<file path="src/rtl/m31_multiplier_stream.sv">
// Streaming multi-lane Mersenne-31 multiplier with optional fused add.
// Lanes share one valid/ready handshake; the whole pipeline stalls globally.
module m31_multiplier_stream #(
   parameter int LANES           = 1,
   parameter int PIPELINE_STAGES = 7,
   parameter int TAG_WIDTH       = 8
) (
   input  logic                   clk,
   input  logic                   reset,
   input  logic                   in_valid,
   output logic                   in_ready,
   input  logic                   in_mode,
   input  logic [LANES*31-1:0]    in_a,
   input  logic [LANES*31-1:0]    in_b,
   input  logic [LANES*31-1:0]    in_c,
   input  logic [TAG_WIDTH-1:0]   in_tag,
   output logic                   out_valid,
   input  logic                   out_ready,
   output logic [LANES*31-1:0]    out_data,
   output logic [TAG_WIDTH-1:0]   out_tag,
   output logic                   busy
);

   localparam int PS  = PIPELINE_STAGES;
   localparam int LW  = LANES * 31;
   localparam int PW  = LANES * 62;
   // Rank 0 is the operand register, ranks 1..PS the product pipe, rank RED the reduction.
   localparam int RED = PS + 1;
   localparam logic [31:0] P_MOD = 32'h7FFF_FFFF;

   function automatic logic [30:0] reduce62(input logic [61:0] x);
      logic [31:0] s;
      logic [31:0] r;
      s = {1'b0, x[30:0]} + {1'b0, x[61:31]};
      r = {1'b0, s[30:0]} + {31'b0, s[31]};
      if (r >= P_MOD) r = r - P_MOD;
      return r[30:0];
   endfunction

   function automatic logic [30:0] add_mod(input logic [30:0] r, input logic [30:0] c);
      logic [31:0] cc;
      logic [31:0] t;
      cc = (c == 31'h7FFF_FFFF) ? 32'd0 : {1'b0, c};
      t  = {1'b0, r} + cc;
      if (t >= P_MOD) t = t - P_MOD;
      return t[30:0];
   endfunction

   logic [RED:0]          r_vld;
   logic [RED:0]          r_mode;
   logic [TAG_WIDTH-1:0]  r_tag [0:RED];
   logic [LW-1:0]         r_c   [0:RED];
   logic [LW-1:0]         r_a;
   logic [LW-1:0]         r_b;
   logic [PW-1:0]         r_prod [1:PS];
   logic [LW-1:0]         r_red;
   logic                  r_out_valid;
   logic [LW-1:0]         r_out_data;
   logic [TAG_WIDTH-1:0]  r_out_tag;

   logic                  w_advance;
   logic [PW-1:0]         w_prod;
   logic [LW-1:0]         w_red;
   logic [LW-1:0]         w_res;

   // Handshake: a transfer happens on a rising edge where valid & ready are both high;
   // ready depends only on the output register state and out_ready, never on in_valid.
   assign w_advance = ~r_out_valid | out_ready;
   assign in_ready  = w_advance;
   assign out_valid = r_out_valid;
   assign out_data  = r_out_data;
   assign out_tag   = r_out_tag;
   assign busy      = (|r_vld) | r_out_valid;

   always_comb begin
      w_prod = '0;
      w_red  = '0;
      w_res  = '0;
      for (int l = 0; l < LANES; l++) begin
         w_prod[l*62 +: 62] = {31'b0, r_a[l*31 +: 31]} * {31'b0, r_b[l*31 +: 31]};
         w_red[l*31 +: 31]  = reduce62(r_prod[PS][l*62 +: 62]);
         w_res[l*31 +: 31]  = r_mode[RED] ? add_mod(r_red[l*31 +: 31], r_c[RED][l*31 +: 31])
                                          : r_red[l*31 +: 31];
      end
   end

   // Datapath registers carry no reset; only valid bits decide what is meaningful.
   always_ff @(posedge clk) begin
      if (w_advance) begin
         r_a       <= in_a;
         r_b       <= in_b;
         r_c[0]    <= in_c;
         r_tag[0]  <= in_tag;
         r_mode    <= {r_mode[RED-1:0], in_mode};
         r_prod[1] <= w_prod;
         for (int k = 2; k <= PS; k++) begin
            r_prod[k] <= r_prod[k-1];
         end
         r_red <= w_red;
         for (int k = 1; k <= RED; k++) begin
            r_c[k]   <= r_c[k-1];
            r_tag[k] <= r_tag[k-1];
         end
      end
   end

   always_ff @(posedge clk) begin
      if (reset) begin
         r_vld       <= '0;
         r_out_valid <= 1'b0;
         r_out_data  <= '0;
         r_out_tag   <= '0;
      end else if (w_advance) begin
         r_vld       <= {r_vld[RED-1:0], in_valid & w_advance};
         r_out_valid <= r_vld[RED];
         if (r_vld[RED]) begin
            r_out_data <= w_res;
            r_out_tag  <= r_tag[RED];
         end
      end
   end

endmodule

</file>
<file path="config.mk">
export PLATFORM = sky130hd
export DESIGN_NAME = m31_multiplier_stream
export DESIGN_NICKNAME = d
export VERILOG_FILES = /design/src/rtl/m31_multiplier_stream.sv
export SDC_FILE = /design/constraint.sdc
export NUM_CORES = 2
export LEC_CHECK = 0
export ABC_AREA = 1
export CAP_MARGIN = 20
export CELL_PAD_IN_SITES_DETAIL_PLACEMENT = 0
export CELL_PAD_IN_SITES_GLOBAL_PLACEMENT = 2
export CORE_MARGIN = 8
export CORE_UTILIZATION = 35
export CTS_BUF_LIST = sky130_fd_sc_hd__clkbuf_4
export DETAILED_ROUTE_END_ITERATION = 12
export PLACE_DENSITY_LB_ADDON = 0.1
export SKIP_CTS_REPAIR_TIMING = 1
export SLEW_MARGIN = 20
export SYNTH_ARGS = -nofsm -noshare
export SYNTH_HDL_FRONTEND = slang
export SYNTH_SLANG_ARGS = --single-unit
export TNS_END_PERCENT = 50
</file>
<file path="constraint.sdc">
create_clock -name clk -period 38.8 [get_ports clk]
set_input_delay 7.76 -clock clk [delete_from_list [all_inputs] [get_ports clk]]
set_output_delay 7.76 -clock clk [all_outputs]
set_load 0.1 [all_outputs]
</file>
==> run_results.csv <==
group,metric,value,unit
global_route,grt_overflow,0,
timing,slew_viol_final,0,
global_route,grt_pass1_wl,294000,um
yosys,synth_top_area_frac,0.391,
critical_path,cp_top_family,"buffers and inverters",
critical_path,criticalPathCategory,"in -> out",
floorplan,start_util,0.351,
critical_path,critPathArrivalTime,9880,ps
timing,finalSetupTns,0,ps
floorplan,io_pins,148,
floorplan,fp.coreArea,0.194,mm^2
yosys,syn_inst,6897,
critical_path,crit_path_top_delay_cell,"nor2_1",
global_route,grt.total_usage,0.182,
layout,finalNonFillerCells,9845,
routing,drcViolationCount,0,
yosys,syn-num-nets,8163,
layout,nets,8403,
floorplan,num_rows,162,
routing,vias,45100,
critical_path,endpoint_kind,"output port",
flow_run,max_cap_viol_count,0,
outcome,status,"finished, final reports clean",
timing,tightest_slew,1010,ps
critical_path,cp-start-kind,"primary input",
timing,post-route-min-period,17640,ps
min_path,hold_class,"reg -> reg",
routing,routedWlPerCell,19.3,um
timing,rsz0062_at_grt,"false",
critical_path,timing.critical_path.buf_inv,3,
routing,via_per_inst,4.58,
global_route,antenna_found_initial,4,
timing,slew_headroom,0.324,
clock_network,cts_tree,"yes",
layout,layout_commonest_cell,"nand2_1",
layout,drive_gt1_frac,0.0689,
global_route,grt_start_max_net_pins,94,
yosys,syn_area,0.0682,mm^2
yosys,async_flop_share,0,
floorplan,dieArea,0.209,mm^2
yosys,ys_seq_area_frac,0.405,
yosys,synth_area_leaders,"edfxtp_1, fa_1, nand2_1, inv_1, ha_1",
floorplan,die_w,457,um
placed_design,dp_hpwl,144000,um
critical_path,cpPeakStageDelay,730,ps
critical_path,crit_chain,"clkdlybuf4s50_1, nor2_1, inv_8, buf_2",
yosys,ys.flop_type,"edfxtp_1",
yosys,synth_cell_type_count,49,
timing,fmax,56.7,MHz
routing,dr.pass1.iters,5,
clock_network,numCtsBuffers,231,
yosys,synth_edf_count,887,
timing,hold_violations,0,
clock_network,clk_pin_slew,60,ps
yosys,synth-seq-cells,936,
timing,finClkSkew,140,ps
placed_design,place_area,0.0726,mm^2
placed_design,placed_cells,9445,
yosys,yosys_warnings,0,
layout,design_area,0.0755,mm^2
timing,setup_violations,0,
routing,ant_nets,0,
layout,syn_to_final_growth,10.7,%
timing,whs,348,ps
clock_network,cts_buffer_depth,3,
placed_design,finalWeightedCongestion,0.847,
global_route,grt_pass1_vias,48800,
yosys,synth_top_area_cell,"edfxtp_1",
floorplan,die_h,457,um
placed_design,port_buffers,147,
clock_network,clock_sinks,936,
routing,drt-initial-drc-count,2598,
yosys,synth.avg_cell_area,9.89,um^2
timing,post-route-period-util,0.455,
routing,routed_wl,190000,um
layout,final_cell_mix,"nand2_1, inv_1, edfxtp_1",
critical_path,worstPathMaxFanout,93,
clock_network,insertion_delay,1290,ps
clock_network,root_buffer,"clkbuf_4",
critical_path,cp.required,31040,ps
clock_network,h-tree-depth,4,
-- cells in the mapped netlist, drive strengths merged, types with 2 or more instances --
cell type,n
fa,839
o211ai,3
nor2,404
a211oi,3
a221oi,2
nand4,47
o21bai,10
edfxtp,887
o21ai,71
ha,321
xor2,59
dfxtp,49
o2111ai,3
a21boi,6
clkinv,5
nand3b,7
nor4,14
a21o,3
xnor2,32
and2,2
nand3,217
inv,1659
o21a,12
a31oi,19
clkbuf,210
buf,10
a21oi,203
nor3,29
nand2,1764
-- worst paths after layout --
path | startpoint | endpoint | slack, ps | depth (start not counted)
hold reg to reg | r_prod[0][91] | r_prod[0][153] | 350 | 0
hold / removal | r_prod[0][91] | r_prod[0][153] | 350 | 0
setup / recovery | out_ready | in_ready | 21160 | 4
setup reg to reg | r_a[12] | r_prod[0][107] | 30130 | 26
-- flip-flops by register name, summed over array words and instances (netlist names), 31 cells and up --
| name | flops |
|---|---|
| out_data | 31 |
| r_a | 31 |
| r_b | 31 |
| r_c | 279 |
| r_prod | 434 |
| r_red | 31 |
| r_tag | 72 |
-- final cells by class --
cell class | count | area [um^2]
Antenna cell | 13 | 32.5
Clock buffer | 334 | 2510
Clock inverter | 52 | 358
Fill cell | 19600 | 119000
Inverter | 1664 | 6250
Multi-Input combinational cell | 4077 | 33500
Sequential cell | 936 | 27600
Tap cell | 2542 | 3180
Timing Repair Buffer | 227 | 2080
-- per-stage QoR --
stage | setup slack (ps) | util
final | 21160 | 0.389
after global placement | 20280 | 0.374
after floorplan | 6490 | -
after global routing | 21010 | 0.389
after detailed placement | 21120 | 0.374
after CTS | 21110 | 0.389
-- routing by layer --
metal,track usage,part of all wire,routed length (um)
met5,0,0.00014,27
met4,0.0385,0.016,3000
met3,0.0278,0.035,6670
met2,0.311,0.49,92600
met1,0.247,0.46,87800
-- cells by family after synthesis --
family	count (synthesis)	share of synthesized area
compound gates	339	0.0271
xor+xnor	91	0.0117
fa+ha+maj	1160	0.305
buf+inv	1884	0.104
flops	936	0.405
simple gates	2487	0.147
Power is left out: the tool's default activity adds up to more than one toggle a clock period on the data nets, which glitch-free logic cannot reach.
